==> src/rtl/led_scan_pkg.sv <==
// Shared definitions for the LED matrix / 7-segment scan controller:
// scan FSM states, default timing parameters and a frame row helper.
package led_scan_pkg;

    localparam int SCAN_DIV_DEF  = 50000;
    localparam int BLANK_CYC_DEF = 16;

    typedef enum logic {
        ST_DRIVE = 1'b0,
        ST_BLANK = 1'b1
    } scan_state_t;

    // Row r of a frame occupies bits [8r+7:8r].
    function automatic logic [7:0] row_of(input logic [63:0] frame, input logic [2:0] row);
        return frame[{row, 3'b000} +: 8];
    endfunction

endpackage

==> src/rtl/scan_prescaler.sv <==
// Free-running row-period prescaler: counts 0..SCAN_DIV-1 and flags the wrap
// cycle with a one-cycle tick.
module scan_prescaler
    import led_scan_pkg::*;
#(
    parameter int SCAN_DIV = SCAN_DIV_DEF
) (
    input  logic clk,
    input  logic rst_n,
    output logic tick
);

    localparam int CW = (SCAN_DIV > 1) ? $clog2(SCAN_DIV) : 1;
    localparam logic [CW-1:0] LAST = CW'(SCAN_DIV - 1);

    logic [CW-1:0] cnt;

    // NOTE: sequential state is always written with <= so every flop samples
    // the pre-edge values of its neighbours, independent of block ordering.
    always_ff @(posedge clk or negedge rst_n) begin
        if (!rst_n) begin
            cnt <= '0;
        end else if (cnt == LAST) begin
            cnt <= '0;
        end else begin
            cnt <= cnt + CW'(1);
        end
    end

    assign tick = (cnt == LAST);

endmodule

==> src/rtl/led_scan_ctrl.sv <==
// 8x8 LED matrix row scanner with double-buffered frames and blanking,
// plus a frame-synchronous selector between two 7-segment sources.
module led_scan_ctrl
    import led_scan_pkg::*;
#(
    parameter int SCAN_DIV  = SCAN_DIV_DEF,
    parameter int BLANK_CYC = BLANK_CYC_DEF
) (
    input  logic        clk,
    input  logic        rst_n,
    input  logic [63:0] frame_in,
    input  logic        frame_valid,
    output logic        frame_ready,
    input  logic [7:0]  seg_a,
    input  logic [3:0]  com_a,
    input  logic [7:0]  seg_b,
    input  logic [3:0]  com_b,
    input  logic        src_sel,
    output logic [7:0]  data_r,
    output logic [2:0]  s,
    output logic        en,
    output logic [7:0]  seg,
    output logic [3:0]  com,
    output logic        frame_start
);

    localparam int BW = (BLANK_CYC > 1) ? $clog2(BLANK_CYC) : 1;
    localparam logic [BW-1:0] BLANK_LAST = BW'(BLANK_CYC - 1);

    logic tick;

    scan_prescaler #(
        .SCAN_DIV(SCAN_DIV)
    ) u_prescaler (
        .clk  (clk),
        .rst_n(rst_n),
        .tick (tick)
    );

    scan_state_t   state, state_next;
    logic [BW-1:0] blank_cnt, blank_cnt_next;
    logic [2:0]    s_next;
    logic          wrap;
    logic [63:0]   active, active_next;
    logic [63:0]   pending;
    logic          pending_full, pending_full_next;
    logic          accept;
    logic [7:0]    data_r_next;
    logic          sync1, sync2, sel;

    // NOTE: every always_comb output gets a default first, so no path leaves
    // a signal unassigned and no latch is inferred.
    always_comb begin
        state_next     = state;
        blank_cnt_next = '0;
        s_next         = s;
        wrap           = 1'b0;

        case (state)
            ST_DRIVE: begin
                if (tick) begin
                    state_next = ST_BLANK;
                end
            end
            ST_BLANK: begin
                if (blank_cnt == BLANK_LAST) begin
                    state_next = ST_DRIVE;
                    s_next     = s + 3'd1;
                    wrap       = (s == 3'd7);
                end else begin
                    blank_cnt_next = blank_cnt + BW'(1);
                end
            end
            default: state_next = ST_DRIVE;
        endcase
    end

    // Frame handshake; acceptance and swap can coincide only with pending
    // empty, in which case the new frame waits for the following wrap.
    always_comb begin
        accept            = frame_valid && frame_ready;
        active_next       = (wrap && pending_full) ? pending : active;
        pending_full_next = pending_full;
        if (accept) begin
            pending_full_next = 1'b1;
        end else if (wrap) begin
            pending_full_next = 1'b0;
        end
    end

    // data_r is registered from next-cycle state so it already matches the
    // row on the first cycle of each drive window.
    always_comb begin
        data_r_next = 8'hFF;
        if (state_next == ST_DRIVE) begin
            data_r_next = ~row_of(active_next, s_next);
        end
    end

    always_ff @(posedge clk or negedge rst_n) begin
        if (!rst_n) begin
            state       <= ST_DRIVE;
            blank_cnt   <= '0;
            s           <= 3'd0;
            data_r      <= 8'hFF;
            frame_start <= 1'b0;
            frame_ready <= 1'b0;
            en          <= 1'b0;
        end else begin
            state       <= state_next;
            blank_cnt   <= blank_cnt_next;
            s           <= s_next;
            data_r      <= data_r_next;
            frame_start <= wrap;
            frame_ready <= !pending_full_next;
            en          <= 1'b1;
        end
    end

    // NOTE: the frame buffers are reset on purpose: a frame held across reset
    // must never reappear on the matrix afterwards.
    always_ff @(posedge clk or negedge rst_n) begin
        if (!rst_n) begin
            active       <= '0;
            pending      <= '0;
            pending_full <= 1'b0;
        end else begin
            active       <= active_next;
            pending_full <= pending_full_next;
            if (accept) begin
                pending <= frame_in;
            end
        end
    end

    // Source select is synchronized, then only adopted at frame boundaries.
    always_ff @(posedge clk or negedge rst_n) begin
        if (!rst_n) begin
            sync1 <= 1'b0;
            sync2 <= 1'b0;
            sel   <= 1'b0;
            seg   <= 8'h00;
            com   <= 4'h0;
        end else begin
            sync1 <= src_sel;
            sync2 <= sync1;
            if (wrap) begin
                sel <= sync2;
            end
            seg <= sel ? seg_a : seg_b;
            com <= sel ? com_a : com_b;
        end
    end

endmodule

==> config.mk <==
export PLATFORM = sky130hd
export DESIGN_NAME = led_scan_ctrl
export DESIGN_NICKNAME = d
export VERILOG_FILES = /design/src/rtl/led_scan_pkg.sv /design/src/rtl/scan_prescaler.sv /design/src/rtl/led_scan_ctrl.sv
export SDC_FILE = /design/constraint.sdc
export NUM_CORES = 1
export LEC_CHECK = 0
export ABC_CLOCK_PERIOD_IN_PS = 4350
export CAP_MARGIN = 15
export CORE_ASPECT_RATIO = 1.75
export CORE_MARGIN = 2
export CORE_UTILIZATION = 31
export DETAILED_ROUTE_END_ITERATION = 12
export PLACE_DENSITY_LB_ADDON = 0.2
export SKIP_CTS_REPAIR_TIMING = 1
export SYNTH_ARGS = -nofsm -noshare
export SYNTH_HDL_FRONTEND = slang
export SYNTH_SLANG_ARGS = --single-unit
==> constraint.sdc <==
create_clock -name clk -period 4.35 [get_ports clk]
set_input_delay 0.87 -clock clk [delete_from_list [all_inputs] [get_ports clk]]
set_output_delay 0.87 -clock clk [all_outputs]
set_load 0.03 [all_outputs]
==> Implementation_results.wiki <==
{| class="wikitable"
! Metric !! Value
|-
| Startpoint-to-endpoint class of the critical path || reg2reg
|-
| CTS clock-pin slew for the worst setup and hold paths || 0.07 ns
|-
| Synthesized area || 8390 um^2
|-
| Remaining global-route overflow || 0
|-
| Pin count of the biggest net entering global routing || 88
|-
| Final net count || 1,000
|-
| RSZ-0062 raised after global routing || false
|-
| Total leakage power || 4.90 nW
|-
| Clock tree from TritonCTS || done
|-
| Final setup TNS || 0 ns
|-
| Largest family of logic cells by synthesized area || simple AND/OR/NAND/NOR gates
|-
| GP Congestion || 0.799
|-
| Type of the tightest min-delay check || reg2reg
|-
| Number of levels the H-tree was split into || 4
|-
| Clock power share || 47.6%
|-
| Biggest area contributors in the synthesized netlist || dfrtp_1, mux2_2, nand2_1, mux2i_1, dfstp_2
|-
| Switching Share || 21.5%
|-
| Antenna violations before repair || 0
|-
| Total DRC errors in the routed layout || 0
|-
| Count of warnings emitted by yosys || 0
|-
| Syn_area_per_cell || 10.5 um^2
|-
| Ports placed on the boundary || 118
|-
| Tcrit/Tclk final || 70.1%
|-
| Adder-cell share of the synthesized area || 0.597%
|-
| Number of synthesized flops with an enable pin || 0
|-
| Total net switching power || 0.747 mW
|-
| Synthesized netlist net count || 894
|-
| Multiplexer area fraction after synthesis || 16.8%
|-
| Int Pwr || 2.73 mW
|-
| PwrDens || 330 nW/um^2
|-
| Post-placement setup slack || 1.29 ns
|-
| Register bit count reported by yosys || 179
|-
| Number of global-route vias before repair || 6,408
|-
| GRT Resource Usage Total || 16.5%
|-
| Cell type with the largest total area after synthesis || dfrtp_1
|-
| Startpoint types || flop
|-
| Top cell types by occurrence after synthesis || nand2_1, dfrtp_1, mux2_2, nor2_1, clkbuf_1
|-
| DR WL/cell || 18.0 um
|-
| Post-detailed-route count of antenna-violating nets || 0
|-
| Number of different library cells in the post-synthesis netlist || 61
|-
| Sinks on the clock net || 179
|-
| Number of placement rows || 79
|-
| Portion of synthesized cell area occupied by the leading cell type || 51.0%
|-
| Worst-path fanout max || 22
|-
| Worst hold margin || 0.354 ns
|-
| Area added between synthesis and finish || 25.8%
|-
| Combinational share of power || 4.3%
|-
| Endpoint type of the worst setup path || flop
|-
| Max-slew headroom || 32.5%
|-
| Source-to-sink clock delay at the later pin of the worst-skew pair || 0.45 ns
|-
| Share of power burned in registers || 48.1%
|-
| Number of buffers added by the clock tree synthesis step || 17
|-
| Starting utilization of the core area || 31.5%
|-
| Minimum period implied by the final worst setup slack || 3.05 ns
|-
| Final number of setup-violating endpoints || 0
|-
| First-pass iteration count of the detailed router || 5
|-
| Number of pins with negative max-slew slack in the final report || 0
|-
| CP Data Arrival Time || 3.42 ns
|-
| Seq/Total Area, Yosys || 53.5%
|-
| Total routed wirelength || 22,400 um
|-
| Fraction of final layout cells with drive strength greater than 1 || 18.0%
|-
| Most frequently used cell type in the post-synthesis netlist || nand2_1
|-
| Result of the run || finished, final reports clean
|-
| Die width || 128 um
|-
| Worst slew pin tran || 1.01 ns
|-
| Number of instances in the synthesized netlist || 798
|-
| Basic-gate share of the synthesized area counting and, or, nand and nor cells || 17.4%
|-
| Overall via count from detail_route || 6,211
|-
| Required time at the worst-slack endpoint || 4.72 ns
|-
| Antenna fix cells || 0
|-
| Compound-gate portion of the synthesized area || 7.33%
|-
| Total of buffers placed on input and output ports || 117
|-
| Wire length of the first global-routing pass || 35,900 um
|-
| Ys async rst share || 100%
|-
| Core Footprint || 26,600 um^2
|-
| Top achievable clock speed || 328 MHz
|-
| XOR/XNOR Fraction of Synth Area || 1.67%
|-
| Number of violations of the max-capacitance limit || 0
|-
| Via-per-instance ratio || 5.01
|-
| Die Footprint || 28,400 um^2
|-
| Final Hold Violating Endpoints || 0
|-
| Detailed Route Iter0 Violations || 323
|-
| Final setup skew || 0.00904 ns
|-
| Cell at the root of the clock tree || clkbuf_16
|-
| Max Buffers Root-to-Sink || 2
|-
| Max IR drop VDD || 0.286 mV
|-
| Predominant post-synthesis flop cell || dfrtp_1
|-
| Sum of net half-perimeters after detailed placement || 15,800 um
|-
| Die Y || 222 um
|-
| Post-route setup slack || 1.30 ns
|}
[worst paths after layout]
path	start	end	slack [ns]	depth (start not counted)
worst max-delay path	s[1]	data_r[0]	1.30	9
worst min-delay path	sync1	sync2	0.35	0
worst max register to register	s[1]	data_r[0]	1.30	9
worst min register to register	sync1	sync2	0.35	0
max in group asynchronous	rst_n	data_r[4]	2.88	2
min in group asynchronous	rst_n	pending[63]	0.48	1
[through the flow]
stage	cell area, um^2	std cells	power [mW]	utilization (%)
final	10500	1240	3.48	39.7
after global routing	10500	1240	3.61	39.7
after CTS	10500	1240	3.55	39.7
after detailed placement	9930	1209	1.86	37.3
after global placement	9930	1209	1.86	37.3
after floorplan	8390	798	1.72	-
[state kept, by name, indices dropped and copies added, names as in the netlist]
name,count
pending,64
s,3
state,1
frame_ready,1
blank_cnt,4
data_r,8
u_prescaler.cnt,16
pending_full,1
active,64
sync1,1
frame_start,1
sync2,1
seg,8
com,4
sel,1
en,1
[worst max-delay path: stages (launching register included)]
cell	delay, ns
dfrtp_1	0.33
buf_4	0.28
ha_1	0.21
ha_1	0.37
and2_2	0.62
buf_4	0.37
mux2_2	0.36
o221ai_1	0.18
a21oi_1	0.10
o211ai_1	0.14
[area by class of cell]
class	count	area, um^2
Fill cell	2616	16000
Multi-Input combinational cell	567	3700
Clock buffer	19	443
Sequential cell	179	4490
Inverter	4	15.0
Tap cell	324	405
Timing Repair Buffer	135	1320
Clock inverter	12	179
[power groups by stage]
stage | Clock (mW) | Combinational (mW) | Sequential (mW)
final | 1.66 | 0.150 | 1.67
after detailed placement | 0 | 0.155 | 1.70
after global placement | 0 | 0.155 | 1.70
after global routing | 1.77 | 0.164 | 1.67
after CTS | 1.72 | 0.155 | 1.67
after floorplan | 0 | 0.00571 | 1.72
[cell usage in the layout (no fill, tap or decap), types with 5 or more instances in the layout]
| master | n |
|---|---|
| o22ai_1 | 6 |
| clkdlybuf4s50_1 | 116 |
| clkbuf_16 | 17 |
| nand3_1 | 16 |
| dfstp_2 | 8 |
| or3_1 | 10 |
| xnor2_1 | 10 |
| nand4_1 | 5 |
| dfrtp_1 | 171 |
| mux2i_1 | 26 |
| a21oi_1 | 18 |
| nand2_1 | 220 |
| o31ai_1 | 5 |
| nor3_1 | 15 |
| buf_4 | 17 |
| o211ai_1 | 8 |
| mux4_2 | 8 |
| xor2_1 | 6 |
| nor2_1 | 37 |
| and3_1 | 5 |
| o21ai_0 | 15 |
| mux2_2 | 85 |
| a31oi_1 | 5 |
[routing by layer]
metal  share of wire (%)  vias up  GRT usage [%]  routed length [um]
li1                    -     2972              -                   -
met1                  40     3060           19.2                8850
met2                  54      137           28.7               12000
met3                 4.2       42           3.96                 936
met4                 2.7        0           6.77                 599
met5                   0        -              0                   0
[kinds of logic (layout without fill, tap and decap cells)]
logic type      count (synthesis)  count (layout)
mux                           120             120
fa+ha+maj                       4               4
simple gates                  338             338
compound gates                 88              88
xor+xnor                       16              16
other cells                     1               1
buf+inv                        52             170
flops                         179             179
(Power assumes the default switching activity.)
